--- src/rtl/bcd_scan_display_pkg.sv ---
// Shared constants and types for the multiplexed BCD scan display.
// Segment encodings are active-high, bit 0 = segment a ... bit 6 = segment g.
package bcd_scan_display_pkg;

    localparam logic [6:0] SEG_0     = 7'h3F;
    localparam logic [6:0] SEG_1     = 7'h06;
    localparam logic [6:0] SEG_2     = 7'h5B;
    localparam logic [6:0] SEG_3     = 7'h4F;
    localparam logic [6:0] SEG_4     = 7'h66;
    localparam logic [6:0] SEG_5     = 7'h6D;
    localparam logic [6:0] SEG_6     = 7'h7D;
    localparam logic [6:0] SEG_7     = 7'h07;
    localparam logic [6:0] SEG_8     = 7'h7F;
    localparam logic [6:0] SEG_9     = 7'h6F;
    localparam logic [6:0] SEG_DASH  = 7'h40;
    localparam logic [6:0] SEG_BLANK = 7'h00;

    typedef logic [1:0] digit_idx_t;

    // True when any of the four nibbles is not a legal BCD digit.
    function automatic logic has_invalid_digit(input logic [15:0] d);
        logic bad;
        bad = 1'b0;
        for (int k = 0; k < 4; k++) begin
            if (d[k*4 +: 4] > 4'd9) bad = 1'b1;
        end
        return bad;
    endfunction

    function automatic logic [3:0] idx_to_an(input digit_idx_t idx);
        return 4'b0001 << idx;
    endfunction

endpackage

--- src/rtl/bcd_to_seg7.sv ---
// Combinational BCD to seven-segment decoder; non-BCD codes show a dash.
module bcd_to_seg7
    import bcd_scan_display_pkg::*;
(
    input  logic [3:0] i_bcd,
    output logic [6:0] o_seg
);

    always_comb begin
        // NOTE: a default on every path keeps this purely combinational (no latch).
        o_seg = SEG_DASH;
        case (i_bcd)
            4'd0:    o_seg = SEG_0;
            4'd1:    o_seg = SEG_1;
            4'd2:    o_seg = SEG_2;
            4'd3:    o_seg = SEG_3;
            4'd4:    o_seg = SEG_4;
            4'd5:    o_seg = SEG_5;
            4'd6:    o_seg = SEG_6;
            4'd7:    o_seg = SEG_7;
            4'd8:    o_seg = SEG_8;
            4'd9:    o_seg = SEG_9;
            default: o_seg = SEG_DASH;
        endcase
    end

endmodule

--- src/rtl/bcd_scan_display.sv ---
// Four-digit time-multiplexed BCD display driver with snapshot register and error flag.
// Optional leading-zero blanking is enabled by defining LEADING_ZERO_BLANK_EN.
module bcd_scan_display
    import bcd_scan_display_pkg::*;
#(
    parameter int unsigned SCAN_DIV = 4
) (
    input  logic        clk,
    input  logic        rst,
    input  logic [15:0] digits,
    input  logic        load,
    output logic [3:0]  an,
    output logic [6:0]  seg,
    output logic        err
);

    localparam int PW = (SCAN_DIV > 1) ? $clog2(SCAN_DIV) : 1;

    logic [15:0]   r_snap;
    logic [PW-1:0] r_presc;
    digit_idx_t    r_idx;
    logic [3:0]    r_an;
    logic [6:0]    r_seg;
    logic          r_err;

    logic          w_presc_wrap;
    logic [3:0]    w_digit;
    logic [6:0]    w_seg_dec;
    logic [6:0]    w_seg_next;

    assign w_presc_wrap = (r_presc == PW'(SCAN_DIV - 1));
    assign w_digit      = r_snap[{r_idx, 2'b00} +: 4];

    bcd_to_seg7 u_dec (
        .i_bcd (w_digit),
        .o_seg (w_seg_dec)
    );

`ifdef LEADING_ZERO_BLANK_EN
    logic w_blank;

    // A digit is blanked only when it and every more significant digit are zero.
    always_comb begin
        w_blank = 1'b0;
        case (r_idx)
            2'd3:    w_blank = (r_snap[15:12] == 4'd0);
            2'd2:    w_blank = (r_snap[15:8]  == 8'd0);
            2'd1:    w_blank = (r_snap[15:4]  == 12'd0);
            default: w_blank = 1'b0;
        endcase
    end

    assign w_seg_next = w_blank ? SEG_BLANK : w_seg_dec;
`else
    assign w_seg_next = w_seg_dec;
`endif

    always_ff @(posedge clk) begin
        // NOTE: sequential state uses non-blocking assignments so every register sees pre-edge values.
        if (rst) begin
            r_snap  <= '0;
            r_presc <= '0;
            r_idx   <= '0;
            r_an    <= '0;
            r_seg   <= SEG_BLANK;
            r_err   <= 1'b0;
        end else begin
            // Outputs follow the pre-edge index and snapshot, so a load that lands
            // on an index wrap is first seen on the digit selected after the wrap.
            r_an  <= idx_to_an(r_idx);
            r_seg <= w_seg_next;
            if (w_presc_wrap) begin
                r_presc <= '0;
                r_idx   <= r_idx + 2'd1;
            end else begin
                r_presc <= r_presc + PW'(1);
            end
            if (load) begin
                r_snap <= digits;
                r_err  <= has_invalid_digit(digits);
            end
        end
    end

    assign an  = r_an;
    assign seg = r_seg;
    assign err = r_err;

endmodule

--- config.mk ---
export PLATFORM = sky130hd
export DESIGN_NAME = bcd_scan_display
export DESIGN_NICKNAME = d
export VERILOG_FILES = /design/src/rtl/bcd_scan_display_pkg.sv /design/src/rtl/bcd_to_seg7.sv /design/src/rtl/bcd_scan_display.sv
export SDC_FILE = /design/constraint.sdc
export NUM_CORES = 1
export LEC_CHECK = 0
export CAP_MARGIN = 20
export CORE_AREA = 2 2 57 59
export CTS_BUF_LIST = sky130_fd_sc_hd__clkbuf_16
export DETAILED_ROUTE_END_ITERATION = 7
export DIE_AREA = 0 0 59 61
export PLACE_DENSITY = 0.76
export SETUP_SLACK_MARGIN = 0.02
export SYNTH_ARGS = -nofsm -noshare
export SYNTH_HDL_FRONTEND = slang
export SYNTH_HIERARCHICAL = 1
export SYNTH_SLANG_ARGS = --single-unit
--- constraint.sdc ---
create_clock -name clk -period 2.4 [get_ports clk]
set_clock_uncertainty 0.15 [all_clocks]
set_input_delay 0.24 -clock clk [delete_from_list [all_inputs] [get_ports clk]]
set_output_delay 0.24 -clock clk [all_outputs]
set_load 0.05 [all_outputs]
# Word-level counts from Yosys, hierarchy flattened
# Memory sizes are Yosys's and may differ from the RTL's. A register that Yosys moved wholly into a read port is not among the register bits.
# Index checks and enable logic that the tools add are counted.
dict set report op_classes {
  n_addsub 2
  n_lt_le_gt_ge 4
  eq_ne 1
  n_shift 2
  mux 4
  reduce_logical 1
}
# operator n
set op_table {}
lappend op_table {{$gt 4x4->1 const B} 4}
lappend op_table {{$shiftx 16x5->4} 1}
lappend op_table {{$add 2x1->2 const B} 2}
lappend op_table {{$mux 1} 4}
lappend op_table {{$shl 1x2->4 const A} 1}
lappend op_table {{$eq 2x2->1 const B} 1}
lappend op_table {{$reduce_or 2->1} 1}
dict set report word_totals {
  regBits 25
  mem_bits_ro 112
  inputBits 19
  output_inout_bits 12
  elab_cells 20
  memories 1
}
# memory depth word_bits read_ports rd_ports_with_merged_regs wr line_no
set mem_list {}
lappend mem_list {{(name not given)} 16 7 1 1 0 bcd_to_seg7.sv:12} ;# case (i_bcd)

# Longest topological paths before layout
dict set report depth {
  depth_word 5
  depth_mapped 7
  mapped_depth_nobuf 6
}

# By module
# The synthesis kept the hierarchy.
# mod instances cells_per_inst area_per_inst_um2 seq_area_each_um2
set modules_own_cells {}
lappend modules_own_cells {bcd_scan_display 1 101 1168.6 640.6}
lappend modules_own_cells {bcd_to_seg7 1 30 251.5 0.0}

# Least setup slack after synthesis
# OpenSTA, ideal clock, no wires.
dict set report synth_path {
  kind {register to register}
  startpoint {reg r_idx[0]}
  endpoint {reg r_seg[4], in the netlist seg[4]}
  setup_ps 66
  arrival_ps 1696
  required_ps 2184
  path_slack_ps 488
  stages_incl_launch_ff 8
  n_path_buf 1
  synth_period_minus_slack_ps 1912
  path_cell_list {dfxtp_1 -> buf_6 -> mux4_2 -> inv_1 -> ha_1 -> nor2b_1 -> o32ai_2 -> nor2b_1}
}
dict set report synth_between {
  elab_chain_len 1
}
# element line_no
set synth_lines {}
lappend synth_lines {{start, declared} bcd_scan_display.sv:21} ;# digit_idx_t r_idx;
lappend synth_lines {{start signal, assigned} bcd_scan_display.sv:74} ;# r_idx <= r_idx + 2'd1;
lappend synth_lines {{$shiftx 16x5->4} bcd_scan_display.sv:32} ;# assign w_digit = r_snap[{r_idx, 2'b00} +: 4];
lappend synth_lines {{named net w_digit[1]} bcd_scan_display.sv:27} ;# logic [3:0] w_digit;
lappend synth_lines {{end, declared} bcd_scan_display.sv:23} ;# logic [6:0] r_seg;
# The timed path passes the listed nets, and every way through them passes these cells.
# A chain may end at the register's enable or synchronous reset.

# Final worst setup path
# Ends and elaborated chain as after synthesis.

==> results <==
worst max-delay path by stage:
stage,startpoint,to,slack [ns]
after detailed placement,r_idx[0]$_SDFFE_PP0P_,seg[4]$_SDFF_PP0_,0.29
after CTS,r_idx[0]$_SDFFE_PP0P_,seg[4]$_SDFF_PP0_,0.27
after global placement,r_idx[0]$_SDFFE_PP0P_,seg[4]$_SDFF_PP0_,0.38
after global routing,r_idx[0]$_SDFFE_PP0P_,seg[4]$_SDFF_PP0_,0.16
final,r_idx[0]$_SDFFE_PP0P_,seg[4]$_SDFF_PP0_,0.29
after floorplan,r_idx[0]$_SDFFE_PP0P_,seg[4]$_SDFF_PP0_,0.49
routing by layer:
layer	global-route usage, %	vias up	wire length, µm
met5	0	-	0
met4	9.416	0	53
met3	7.036	6	134
met2	30.95	24	1339
met1	15.52	468	1096
li1	-	508	-
sequential cells by signal, indices dropped and copies added, names as in the netlist:
name and cells:
err 1, r_presc 2, seg 7, an 4
r_idx 2, r_snap 16
kinds of logic (layout without fill, tap and decap cells):
kind of cell / after synthesis / after routing / synth area share, %
buf+inv: 13 / 44 / 5.902
xor+xnor: 2 / 2 / 1.234
fa+ha+maj: 7 / 7 / 6.167
mux: 21 / 21 / 18.41
flops: 32 / 32 / 45.11
compound gates: 14 / 14 / 7.313
simple gates: 42 / 42 / 15.86
power by group:
group	total [mW]	switching (mW)	internal (mW)	leakage (nW)
combinational	0.262	0.139	0.123	0.441
sequential	0.589	0.0178	0.571	0.265
clock	0.593	0.218	0.375	0.0657
total	1.44	0.375	1.07	0.772
worst register-to-register path, stage by stage, from the launching register on:
cell	delay [ns]
dfxtp_1	0.48
mux4_2	0.66
inv_1	0.14
ha_1	0.16
nor2b_1	0.05
o32ai_2	0.25
nor2b_1	0.15
final cells by class:
type | instances | area (µm²) | share of cell area, %
tap | 33 | 41.29 | 2.228
multi-input combinational | 86 | 695.7 | 37.54
inverter | 4 | 15.01 | 0.8103
sequential | 32 | 640.6 | 34.57
clock buffer | 5 | 125.1 | 6.752
clock inverter | 2 | 12.51 | 0.6752
timing repair buffer | 33 | 322.8 | 17.42
metrics by stage:
step | instance area [µm²] | total power [mW] | setup WS, ns | hold WS, ns
after floorplan | 1420 | 0.7820 | 0.4879 | 0.1616
after global placement | 1715 | 0.8542 | 0.3756 | 0.2575
after detailed placement | 1715 | 0.8626 | 0.2914 | 0.2635
after CTS | 1853 | 1.455 | 0.2661 | 0.2706
after global routing | 1853 | 1.496 | 0.1596 | 0.2993
final | 1853 | 1.444 | 0.2859 | 0.2686
cell usage in the layout (no fill, tap or decap), types with 3 or more instances in the layout:
master and count:
mux2i_1 16, dfxtp_1 32, nor2b_1 10, nor2_1 20
clkdlybuf4s50_1 30, mux4_2 4, o21ai_0 6, ha_1 7
clkbuf_16 5, buf_4 3, inv_1 4
cells in the mapped netlist, types with 2 or more instances:
cell      count
a21o_1        2
buf_6         4
clkbuf_1      2
dfxtp_1      32
ha_1          7
inv_1         4
mux2i_1      16
mux4_2        4
nand2_1       2
nor2_1       20
nor2b_1      10
nor3_1        2
nor3b_1       2
o21ai_0       6
o22ai_1       2
==> impl_results.md <==
- Post-synth cell types: 31
- Max VDD drop: 0.5257 mV
- Residual overflow from global routing: 0
- Highest clock rate: 473.0 MHz
- Die span in x: 59 µm
- DP Cell Count: 188
- Max Slew Vio Count: 0
- Hold_buf cts: 0
- Initial antenna violation count: 0
- Async SR Flop Fraction: 0%
- Setup crit end kind: flop
- H-tree levels: 2
- Crit path depth: 6
- CTS max path bufs: 2
- Core area: 2953 µm²
- Die ar.: 3599 µm²
- Number of synthesized flops with an enable pin: 0
- Final estimated routing congestion in global placement: 0.7009
- Static Leak: 0.7717 nW
- #FFs+latches synth: 32
- Syn_area_per_cell: 10.84 µm²
- Chip Height: 61 µm
- Io pins: 31
- Req. time, crit path: 2.46 ns
- Setup Buffers After CTS: 0
- Hold Path Class: reg -> reg
- DR pass1 iterations: 3
- Slew @ Worst Pin: 0.5035 ns
- Max Fanout on Critical Path: 8
- Max cap viols: 0
- Top FF cell, synth: dfxtp_1
- Fin. Hold Viols: 0
- Top delay family on crit path: multiplexers
- Cell mode on critical path: nor2b_1
- Utilization after layout: 62.75%
- CTS Buf Count: 5
- GR Util All Layers: 16.76%
- Routed Antenna Nets: 0
- Root Driver: clkbuf_16
- Synth Instances: 131
- FF-to-FF End: seg[4]$_SDFF_PP0_
- Hold Path Depth: 1
- HPWL Detailed: 1947 µm
- Buffers & Inverters on Critical Path: 1
- Ratio of cells with drive above 1 in the final layout: 12.35%
- Largest area contributor in the netlist: dfxtp_1
- FP Rows: 20
- DRC errors left: 0
- Antenna Cells: 0
- Buffers added on ports: 30
- Avg Vias per Cell: 5.159
- Top cell type's share of synthesized area: 45.11%
- Area contributors post-synth: dfxtp_1, mux2i_1, mux4_2
- Layout area overhead: 30.48%
- Vias: 1006
- Setup TNS: 0 ns
- Nets: 188
- Register-to-register setup slack: 0.29 ns
- DRT Wirelength: 2623 µm
- Synthesized area: 1420 µm²
- First-pass GRT wire length: 4243 µm
- Max-slew headroom: 66.33%
- Fin cells: 195
- Starting Density: 48.09%
- Launching point of the worst reg2reg path: r_idx[0]$_SDFFE_PP0P_
- CP Launch Type: flop
- Seq/Total Area, Yosys: 45.11%
- WS Path Type: reg -> reg
- Slowest stage cell, crit path: mux4_2
- End of the worst hold path: r_presc[0]$_SDFF_PP0_
- Sink Count: 32
- Pin count of the biggest net entering global routing: 33
- Fillers: 258
- Cell Chain, Critical Path: mux4_2, inv_1, ha_1, nor2b_1, o32ai_2, nor2b_1
- CTS clk-pin slew, worst paths: 0.05 ns
- Resized cells post-CTS: 0
- Number of global-route vias before repair: 991
- Tmin final: 2.114 ns
- Syn Nets: 157
- R2R depth: 6
- Status: finished, final reports clean
- Slowest cell delay on critical path: 0.66 ns
- Final period util: 88.09%
- Detailed Route Iter0 Violations: 14
- PwrDens: 779.1 nW/µm²
- TritonCTS clock tree: yes
- Clock latency on the worst-skew pair: 0.28 ns
- YS warnings: 6
- Final setup viols: 0
- RSZ-0062 raised after global routing: no
- Worst hold start: r_presc[0]$_SDFF_PP0_
- WP data arrival: 2.18 ns
- Routed WL per cell: 13.45 µm
Power figures use the tool's default switching activity.
